==> config.mk <==
export PLATFORM = sky130hd
export DESIGN_NAME = vc_link_tx_flat
export DESIGN_NICKNAME = d
export VERILOG_FILES = /design/src/rtl/vc_link_tx_if.sv /design/src/rtl/vc_link_tx.sv /design/src/flat_wrapper.sv
export SDC_FILE = /design/constraint.sdc
export NUM_CORES = 1
export LEC_CHECK = 0
export ABC_AREA = 1
export ABC_CLOCK_PERIOD_IN_PS = 6770
export CORE_MARGIN = 2
export CORE_UTILIZATION = 42
export DETAILED_ROUTE_END_ITERATION = 8
export PLACE_DENSITY = 0.88
export SYNTH_ARGS = -nofsm -noshare
export SYNTH_HDL_FRONTEND = slang
export SYNTH_SLANG_ARGS = --single-unit
==> constraint.sdc <==
create_clock -name clk -period 6.77 [get_ports clk]
set_input_delay 1.354 -clock clk [delete_from_list [all_inputs] [get_ports clk]]
set_output_delay 1.354 -clock clk [all_outputs]
set_load 0.05 [all_outputs]
==> src/rtl/vc_link_tx_if.sv <==
// Link-side bundle for vc_link_tx: per-VC source handshake, registered flit stream,
// per-VC downstream backpressure and status. master = transmitter, slave = environment.
interface vc_link_tx_if #(
    parameter int unsigned N_VC   = 4,
    parameter int unsigned VC_W   = 2,
    parameter int unsigned FLIT_W = 34
);
    logic [N_VC-1:0]        vc_valid_i;
    logic [N_VC*FLIT_W-1:0] vc_fdata_i;
    logic [N_VC-1:0]        vc_ready_o;
    logic [FLIT_W-1:0]      fdata_o;
    logic [VC_W-1:0]        vc_id_o;
    logic                   valid_o;
    logic [N_VC-1:0]        ready_i;
    logic                   locked_o;
    logic                   err_o;

    modport master (
        input  vc_valid_i, vc_fdata_i, ready_i,
        output vc_ready_o, fdata_o, vc_id_o, valid_o, locked_o, err_o
    );

    modport slave (
        output vc_valid_i, vc_fdata_i, ready_i,
        input  vc_ready_o, fdata_o, vc_id_o, valid_o, locked_o, err_o
    );
endinterface

==> src/rtl/vc_link_tx.sv <==
// Inter-router link transmitter: packet-granular round-robin over N_VC sources,
// wormhole-locked from head to tail, single registered output stage with per-VC backpressure.
module vc_link_tx #(
    parameter int unsigned N_VC   = 4,
    parameter int unsigned VC_W   = 2,
    parameter int unsigned FLIT_W = 34
) (
    input  logic          clk,
    input  logic          arst,
    vc_link_tx_if.master  lnk
);
    typedef enum logic [0:0] {StIdle, StLocked} state_e;

    localparam logic [1:0] TyHead = 2'b00;
    localparam logic [1:0] TyTail = 2'b11;

    state_e              state_q;
    logic [VC_W-1:0]     rr_q, lock_vc_q, vc_id_q;
    logic                valid_q, err_q;
    logic [FLIT_W-1:0]   fdata_q;

    logic [FLIT_W-1:0]   flit [N_VC];
    logic [N_VC-1:0]     is_head;
    logic                out_free;
    logic                gnt_found, bad_found, accept, load;
    logic [VC_W-1:0]     gnt_vc, bad_vc, cand, sel_vc;
    logic [N_VC-1:0]     vc_ready;
    logic [1:0]          sel_type;

    for (genvar v = 0; v < N_VC; v++) begin : g_split
        assign flit[v]    = lnk.vc_fdata_i[v*FLIT_W +: FLIT_W];
        assign is_head[v] = (flit[v][FLIT_W-1 -: 2] == TyHead);
    end

    assign out_free = !valid_q || lnk.ready_i[vc_id_q];

    always_comb begin
        gnt_found = 1'b0;
        gnt_vc    = '0;
        cand      = '0;
        for (int i = 1; i <= N_VC; i++) begin
            cand = rr_q + VC_W'(i);
            if (!gnt_found && lnk.vc_valid_i[cand] && is_head[cand]) begin
                gnt_found = 1'b1;
                gnt_vc    = cand;
            end
        end
        // Downward scan so the lowest-index offender wins the discard slot.
        bad_found = 1'b0;
        bad_vc    = '0;
        for (int i = N_VC - 1; i >= 0; i--) begin
            if (lnk.vc_valid_i[i] && !is_head[i]) begin
                bad_found = 1'b1;
                bad_vc    = VC_W'(i);
            end
        end

        vc_ready = '0;
        if (!arst && out_free) begin
            unique case (state_q)
                StIdle: begin
                    if (gnt_found)      vc_ready[gnt_vc] = 1'b1;
                    else if (bad_found) vc_ready[bad_vc] = 1'b1;
                end
                StLocked: vc_ready[lock_vc_q] = 1'b1;
                default: ;
            endcase
        end

        if (state_q == StLocked) sel_vc = lock_vc_q;
        else if (gnt_found)      sel_vc = gnt_vc;
        else                     sel_vc = bad_vc;

        sel_type = flit[sel_vc][FLIT_W-1 -: 2];
        accept   = |(vc_ready & lnk.vc_valid_i);
        // Discarded non-heads in IDLE are consumed without touching the output stage.
        load     = accept && ((state_q == StLocked) || gnt_found);
    end

    always_ff @(posedge clk) begin
        if (arst) begin
            state_q   <= StIdle;
            rr_q      <= VC_W'(N_VC - 1);
            lock_vc_q <= '0;
            vc_id_q   <= '0;
            valid_q   <= 1'b0;
            fdata_q   <= '0;
            err_q     <= 1'b0;
        end else begin
            err_q <= 1'b0;
            if (load) begin
                valid_q <= 1'b1;
                fdata_q <= flit[sel_vc];
                vc_id_q <= sel_vc;
            end else if (valid_q && lnk.ready_i[vc_id_q]) begin
                valid_q <= 1'b0;
            end

            if (accept) begin
                unique case (state_q)
                    StIdle: begin
                        if (gnt_found) begin
                            lock_vc_q <= gnt_vc;
                            state_q   <= StLocked;
                        end else begin
                            err_q <= 1'b1;
                        end
                    end
                    StLocked: begin
                        if (sel_type == TyTail) begin
                            state_q <= StIdle;
                            rr_q    <= lock_vc_q;
                        end else if (sel_type == TyHead) begin
                            err_q <= 1'b1;
                        end
                    end
                    default: ;
                endcase
            end
        end
    end

    assign lnk.vc_ready_o = vc_ready;
    assign lnk.fdata_o    = fdata_q;
    assign lnk.vc_id_o    = vc_id_q;
    assign lnk.valid_o    = valid_q;
    assign lnk.locked_o   = (state_q == StLocked);
    assign lnk.err_o      = err_q;
endmodule

==> src/flat_wrapper.sv <==
// flat-port wrapper written by rule: the top's interface ports become plain ports
module vc_link_tx_flat 
#(
    parameter int unsigned N_VC   = 4,
    parameter int unsigned VC_W   = 2,
    parameter int unsigned FLIT_W = 34
)
  (clk, arst, lnk_vc_valid_i, lnk_vc_fdata_i, lnk_ready_i, lnk_vc_ready_o, lnk_fdata_o, lnk_vc_id_o, lnk_valid_o, lnk_locked_o, lnk_err_o);
  vc_link_tx_if #(.N_VC(N_VC), .VC_W(VC_W), .FLIT_W(FLIT_W)) lnk_i ();
  input  logic clk;
  input  logic arst;
  input wire logic [$bits(lnk_i.vc_valid_i)-1:0] lnk_vc_valid_i;
  input wire logic [$bits(lnk_i.vc_fdata_i)-1:0] lnk_vc_fdata_i;
  input wire logic [$bits(lnk_i.ready_i)-1:0] lnk_ready_i;
  output wire logic [$bits(lnk_i.vc_ready_o)-1:0] lnk_vc_ready_o;
  output wire logic [$bits(lnk_i.fdata_o)-1:0] lnk_fdata_o;
  output wire logic [$bits(lnk_i.vc_id_o)-1:0] lnk_vc_id_o;
  output wire logic [$bits(lnk_i.valid_o)-1:0] lnk_valid_o;
  output wire logic [$bits(lnk_i.locked_o)-1:0] lnk_locked_o;
  output wire logic [$bits(lnk_i.err_o)-1:0] lnk_err_o;
  assign lnk_i.vc_valid_i = lnk_vc_valid_i;
  assign lnk_i.vc_fdata_i = lnk_vc_fdata_i;
  assign lnk_i.ready_i = lnk_ready_i;
  assign lnk_vc_ready_o = lnk_i.vc_ready_o;
  assign lnk_fdata_o = lnk_i.fdata_o;
  assign lnk_vc_id_o = lnk_i.vc_id_o;
  assign lnk_valid_o = lnk_i.valid_o;
  assign lnk_locked_o = lnk_i.locked_o;
  assign lnk_err_o = lnk_i.err_o;
  vc_link_tx #(.N_VC(N_VC), .VC_W(VC_W), .FLIT_W(FLIT_W)) u_core (.clk(clk), .arst(arst), .lnk(lnk_i));
endmodule
==> run summary, run 1 <==
The total number of yosys warnings is 0. The final max-slew violation count is 0. At the worst endpoint, the arrival time is 3950 ps. The share of the cycle needed by the critical path after routing is 0.783. The worst register-to-register path has a setup slack of approximately 2800 ps. The post-synthesis cell area is 0.00325 mm2.

The share of post-route cells with drive strength above 1 is 0.0403. TritonCTS built the clock tree. After detailed placement, the total cell area comes to just over 0.005 mm2. The post-cts resize count came out at 0. Clock tree synthesis selected as its root buffer the cell clkbuf_8. The met3 wire length came out at 669 um. The first-pass GRT wire length is 17400 um. The placed wire-length estimate came out at 8270 um. The critical path contains buffers and inverters numbering 3 combined.

The type of the tightest min-delay check is reg -> reg. The cell family contributing the most delay on the critical path is buffers and inverters. The via count of the first global-routing pass came out at slightly below 4k. The worst clock skew is 17.4 ps. Counting stages on the worst path, the most repeated cell is nand2_1. The kind of critical path is in -> out. Routed signal wires occupy layers up through met4. The final setup TNS is 0 ps. Averaged over all synthesized cells, the footprint is 5.84 um2. The reported max-cap violation count came out at 0. The cell-internal power is ~0.63 mW. The total area inside the core boundary comes to around 0.0076 mm2. Synthesis inferred 43 register bits. The total vias in the final route came out at approximately 4.2k. The maximum clock frequency came out at 189 MHz.

The total wire length came out at 10900 um. Traced cell by cell, the critical path runs through clkdlybuf4s50_1 > nor2_1 > nand3_1 > nand2_1 > nand2_1 > nand2_2 > nor2_4 > nand2_1 > nand3_1 > nand2_2 > nand3_2 > o21ai_2 > nand2_1 > inv_1 > clkdlybuf4s50_1. The net switching share of the total power is 0.461. The number of hold-slack violations in the final timing report was 0. The share of total power dissipated in sequential elements is 0.263. The number of enable flip-flop cells after synthesis came out at 0. The clock drives 43 sinks. The worst setup path is launched from an input port. The highest net fanout along the worst path came out at 5. The count of cell types in the netlist came out at 32. After clock tree synthesis, the setup repair step added 0 buffers. For this run, the leading register cell type out of synthesis is dfxtp_1.

The reported net switching power came out at 0.542 mW. The measured slew at the worst slew-check pin is around 1200 ps. The largest buffer count on any clock path came out at 2. The largest incremental delay on the critical path is 790 ps. The largest net degree at the start of global routing came out at 80. The number of primary I/O pins came out at 189.

The number of nets in the synthesized netlist is 703. The clock-pin slew of the registers on the worst-case setup and hold paths is 90 ps. The sort of element at the end of the critical path is an output pin. The repair_antennas step left the layout with diodes totalling 0. After detailed routing, the wire length on met1 is 4400 um.

Leaving out fill and tap cells, the most frequent cells in the layout are clkdlybuf4s50_1, nand2_1, o21ai_0. The number of buffers added by the clock tree synthesis step came out at 5. The post-synthesis async set-or-reset flop share is 0. The static leakage is about 2.2 nW. The remaining number of nets flagged by the antenna check after routing came out at 0. The met2 wirelength from detailed routing came out at ~5600 um.

The share of total power dissipated in the clock network is 0.146. The die height came out at 92.0 um. The DRC marker count from the first detailed-route iteration is 225. The flow ran to the end, and the final reports show no timing, DRC or antenna violations. Setup violations remaining at the end of the flow were counted as 0. The number of design rule violations left after detail routing is 0. The starting density of the core came out at 0.428. The final worst-path setup slack came out at 1470 ps.

The number of antenna violations at the first check in global routing is 0. The tightest hold path in the finished design has a slack of ~470 ps. The growth of design area from synthesis to finish is 60.2%. The sequential element share of the synthesized area came out at 0.265. The count of H-tree levels built during CTS is 2.

The commonest non-fill, non-tap cell in the layout is clkdlybuf4s50_1. The final estimated routing congestion in global placement came out at 0.952. The die extent in x came out at 92.0 um. Of the total power, combinational logic draws 0.592. The die covers about 0.0085 mm2.

The final-stage net count came out at around 860. The count of fill cells added during filler insertion is approximately 670. For the worst-skew pair, the clock arrives at the later sink with an insertion delay of 290 ps.

The mean routed wirelength per cell is 13.3 um. The total routing usage reported by global routing came out at 0.250. The floorplan has 32 rows. Once layout is done, the placed cells without fillers occupy 0.00521 mm2. The routed via count divided by cell count came out at 5.11. The number of port buffers came out at 188. The sequential cell area came out at 861 um2. Setup repair after global routing left no endpoint under its margin. Synthesis produced approximately 560 cells. The relative slew slack is 0.227.

The power density over cell area is 226 mW/mm2. The total iterations of the first detailed-routing run is 4. The required arrival time at the worst endpoint came out at approximately 5400 ps. The final period demand of the worst path came out at around 5300 ps. The slowest stage of the critical path belongs to the cell clkdlybuf4s50_1. The worst slack at placement came out at ~1500 ps. The multi-input combinational cell area came out at 0.00196 mm2. In this run, post-CTS hold repair placed 0 buffers. For this run the aggregate overflow at the end of global routing stands at 0. The maximum ir drop on the vdd rail is between 0.1 and 0.15 mV.
-- cell usage after synthesis (2+ instances only) --
cell        n  share of area
nand3_1    32          0.049
o21ai_1     2         0.0031
nor2_4      2         0.0069
buf_6       4          0.014
nand2_2     5         0.0096
o22ai_1    33          0.063
nand2_1   146           0.17
inv_1      63          0.073
buf_4       2         0.0046
a21oi_1    69           0.11
buf_2      12          0.018
nor2_1     31          0.036
nand4_1     3         0.0058
nand3_2     2         0.0062
o21ai_0    72           0.11
clkbuf_1   20          0.023
inv_2       2         0.0023
dfxtp_1    43           0.26
-- per-layer routing --
layer,vias to the layer above,track usage
met1,1869,0.281
met5,-,0
li1,2167,-
met4,0,0.0784
met3,18,0.0526
met2,139,0.469
-- final cells by class --
class / instances / share of cell area
Clock buffer: 7 / 0.0166
Clock inverter: 1 / 0.00168
Inverter: 65 / 0.0468
Multi-Input combinational cell: 410 / 0.377
Sequential cell: 43 / 0.165
Tap cell: 102 / 0.0245
Timing Repair Buffer: 193 / 0.368
-- per-stage QoR --
stage / total power, mW / instances / utilization
6_report: 1.18 / 821 / 0.685
5_1_grt: 1.26 / 821 / 0.685
4_1_cts: 1.18 / 821 / 0.685
2_1_floorplan: 0.790 / 557 / -
3_5_place_dp: 1.01 / 813 / 0.672
3_3_place_gp: 0.995 / 813 / 0.672
-- tightest hold or removal path: stages (launching register included) --
cell	delay (ps)
dfxtp_1	320
nand2_1	60
a21oi_1	50
-- path summary, 6_finish.rpt --
kind,from,end,cells past startpoint
min,u_core.lnk.fdata_o[23],u_core.lnk.fdata_o[23],2
max,lnk_vc_fdata_i[100],lnk_vc_ready_o[2],15
max reg2reg,u_core.rr_q[0],u_core.lnk.fdata_o[17],17
min reg2reg,u_core.lnk.fdata_o[23],u_core.lnk.fdata_o[23],2
-- power by group through the flow --
stage / clock, mW / combinational [mW] / sequential [mW]
global route: 0.185 / 0.764 / 0.313
CTS: 0.176 / 0.697 / 0.309
detailed placement: 0 / 0.695 / 0.314
finish: 0.171 / 0.696 / 0.309
global placement: 0 / 0.682 / 0.313
floorplan: 0 / 0.373 / 0.417
-- logic make-up after synthesis --
logic type / after synthesis / share of synthesized area
AO/OA/AOI/OAI: 181 / 0.296
AND/OR/NAND/NOR: 227 / 0.298
flip-flops: 43 / 0.265
XOR/XNOR: 2 / 0.00539
buffers and inverters: 104 / 0.136
-- registers in the layout (all words and copies together), names as in the netlist --
signal               flops
u_core.rr_q              2
u_core.lnk.locked_o      1
u_core.lnk.vc_id_o       2
u_core.lnk.valid_o       1
u_core.lnk.err_o         1
u_core.lock_vc_q         2
u_core.lnk.fdata_o      34
No activity file was read; power rests on OpenSTA's default activity.
==> run 2, diff against run 1 <==
Settings changed: ABC_CLOCK_PERIOD_IN_PS 6770 to 5000, CORE_UTILIZATION 42 to 39, PLACE_DENSITY 0.88 to 0.82.
Clock period 6.77 ns to 5 ns, I/O delays scaled along.
==> run 2 against run 1 <==
Against the previous run: global-route usage fell by 0.61 points; combinational power rose by 39%; core utilization fell by 3.8 points; final cell count rose by 0.73%; via count rose by 1.3%; clock skew fell by 12 ps; non-clock buffer count rose by 3; first-iteration DRC count fell by 39%; setup slack got worse by 460 ps; critical path type unchanged; largest power group unchanged.
==> run summary, run 2 (synthesized netlist as in run 1, its figures left out) <==
Setup repair after global routing left no endpoint under its margin. The DRC marker count from the first detailed-route iteration came out at 137. The fraction of power consumed by the clock network came out at 0.145. For this block, the routed nets add up to 11300 um of wire. The routed via count divided by cell count is 5.13. In this run the number of H-tree levels came out at 2. The critical path is of the in -> out type. The proportion of power drawn by flip-flops and latches came out at 0.258. STA puts the critical path data required time at around 4000 ps.

The remaining number of nets flagged by the antenna check after routing is 0. Counting cells, the worst reg-to-reg path comes to 18. The CTS tree is built. The buffering stage count on the worst path with inverters included came out at 3. The net switching share of the total power is 0.470. From synthesis to final layout, the design area changed by 61.7%. After floorplanning, the core was divided into 33 placement rows.

For this configuration, the core starts out at a cell density of 0.400. The number of placed instances, taps included, is 819. The cell sitting at the root of the clock tree is a clkbuf_8. In the finished design, the share of the clock period the worst path needs comes to 0.797. The flow ran to the end, and the final reports show no timing, DRC or antenna violations. The final setup TNS came out at 0 ps. The cell-internal power came out at 0.856 mW.

The clock reaches the later pin of the worst-skew pair after approximately 290 ps. The portion of total power attributed to combinational logic came out at 0.597. The die is 95.3 um tall. The number of antenna violations at the first check in global routing came out at 0.

The category of cells accounting for the largest share of critical-path delay is simple AND/OR/NAND/NOR gates. The static leakage is 2.22 nW. The number of primary I/O pins is roughly 190. The largest incremental delay on the critical path is between 400 and 500 ps. Leaving out fill and tap cells, the most frequent cells in the layout are clkdlybuf4s50_1, nand2_1, o21ai_0. The number of port buffers is 188. Subtracting the final worst setup slack from the clock period gives 3990 ps. The critical path goes through clkdlybuf4s50_1 > nor2_1 > nand3_1 > nand2_1 > nand2_1 > nand2_2 > nor2_4 > nand2_1 > nand3_1 > nand2_2 > nand3_2 > o21ai_2 > nand2_1 > inv_1 > buf_12. The number of hold-slack violations in the final timing report is 0. The number of buffers added by the clock tree synthesis step is 5. The hold path depth came out at 2.

The die extent in x came out at between 90 and 100 um. The post-cts resize count came out at 0. The number of design rule violations left after detail routing is 0.

The total routing usage reported by global routing came out at 0.244. The standard cell with the maximum stage delay on the critical path is clkdlybuf4s50_1. The final-stage net count is 867.

Clock skew on the completed layout was measured at 5.60 ps. The largest net degree at the start of global routing is 45. The final non-filler cell total came out at just over 800. The library cell used most frequently in the layout, excluding fill and tap cells, is clkdlybuf4s50_1. For this run, the top clock speed supported by timing is between 200 and 300 MHz. Hold timing on the final database bottoms out at a slack of 470 ps. The share of post-route cells with drive strength above 1 came out at 0.0512. The register with the most flip-flops in the layout has 34 of them. The maximum ir drop on the vdd rail came out at 0.154 mV. By instance count, the cell type seen most on the critical path is nand2_1.

The first global-routing pass estimated ~18000 um of wire. The final cell area excluding filler cells came out at 0.00526 mm2. The critical path launch point type is an input port. The post-CTS setup repair buffer count is 0. In this run the worst hold path is classified as reg -> reg.

The diode insertion count for antenna repair came out at 0. The total vias in the final route is 4246. The largest buffer count on any clock path is 2. The via count of the first global-routing pass is approximately 3.9k. For the pin with the worst max-slew slack, the measured transition is between 600 and 700 ps. The clock sink total is 43.

The highest net fanout along the worst path came out at 5. The clock-pin slew of the registers on the worst-case setup and hold paths came out at roughly 90 ps. The number of setup violations in the final report is 0.

The reported net switching power is approximately 0.76 mW. STA classifies the critical path endpoint as an output pin. The placeable core area is 0.00813 mm2.

The final max-slew violation count is 0. The pre-antenna-repair detailed-routing pass consisted of 4 iterations. The relative slew slack is 0.536. The count of hold buffers inserted by post-cts repair is 0.

The area enclosed by the die boundary is slightly above 0.009 mm2. The power density over cell area is 307 mW/mm2. The critical path runs through a total of 15 cells.

The final estimated routing congestion in global placement is 0.936. The leftover overflow at the end of global routing is 0. The reported max-cap violation count came out at 0. In this run the cell area measured after placement is a little over 0.005 mm2. The arrival time of the worst setup path is 2990 ps.

Dividing the detail-routed wire length by the instance count gives 13.7 um. Detailed placement finished with a half-perimeter wire length of 8670 um.
==> run 2: cell count changes in the layout (fill, tap and decap cells not counted) <==
cell / delta
inv_6: +1
clkbuf_1: -1
buf_4: +4
clkinv_4: -1
buf_12: +3
clkbuf_8: -1
clkdlybuf4s50_1: -4
clkinvlp_4: +2
==> run 2: power groups by stage <==
| stage | Clock (mW) | Combinational [mW] | Sequential [mW] |
|---|---|---|---|
| floorplan | 0 | 0.505 | 0.565 |
| global placement | 0 | 0.952 | 0.422 |
| detailed placement | 0 | 0.965 | 0.425 |
| CTS | 0.243 | 0.968 | 0.417 |
| global route | 0.256 | 1.06 | 0.422 |
| finish | 0.234 | 0.964 | 0.417 |
==> run 2: layer usage <==
layer,vias to the layer above,wire (um),track usage
met2,154,5720,0.452
met5,-,0,0
met4,0,159,0.0507
met1,1906,4660,0.286
met3,12,805,0.0530
li1,2174,-,-
==> run 2: per-stage QoR <==
stage	power (mW)	utilization	setup WS, ps
5_1_grt	1.74	0.647	802
6_report	1.62	0.647	1010
4_1_cts	1.63	0.647	1000
3_3_place_gp	1.37	0.635	1060
3_5_place_dp	1.39	0.635	1010
2_1_floorplan	1.07	-	1330
==> run 2: final timing paths <==
kind / startpoint / end / slack (ps)
worst min-delay path: u_core.lnk.fdata_o[14] / u_core.lnk.fdata_o[14] / 470
worst max register to register: u_core.rr_q[0] / u_core.lnk.vc_id_o[1] / 1870
worst min register to register: u_core.lnk.fdata_o[14] / u_core.lnk.fdata_o[14] / 470
worst max-delay path: lnk_vc_fdata_i[134] / lnk_vc_ready_o[2] / 1010
==> run 2: final cells by class <==
cell class                      instances  area, um2
Fill cell                             763       2870
Timing Repair Buffer                  196       1970
Multi-Input combinational cell        410       1960
Sequential cell                        43        861
Inverter                               65        244
Tap cell                              105        131
Clock buffer                            5       68.8
Clock inverter                          3       23.8
==> run 2: worst register-to-register path, stage by stage (launching register included) <==
cell and delay [ps]:
dfxtp_1 600, inv_1 180, nand2_1 110, nand2_1 70, nand2_1 110, nand2_2 80
nor2_4 150, nand2_2 80, inv_2 60, nand3_1 90, or2_0 220, nand2_1 90
nand3_1 90, nand2_1 70, inv_1 40, nand3_1 150, nand2_2 440, o21ai_0 350
nor2_1 60
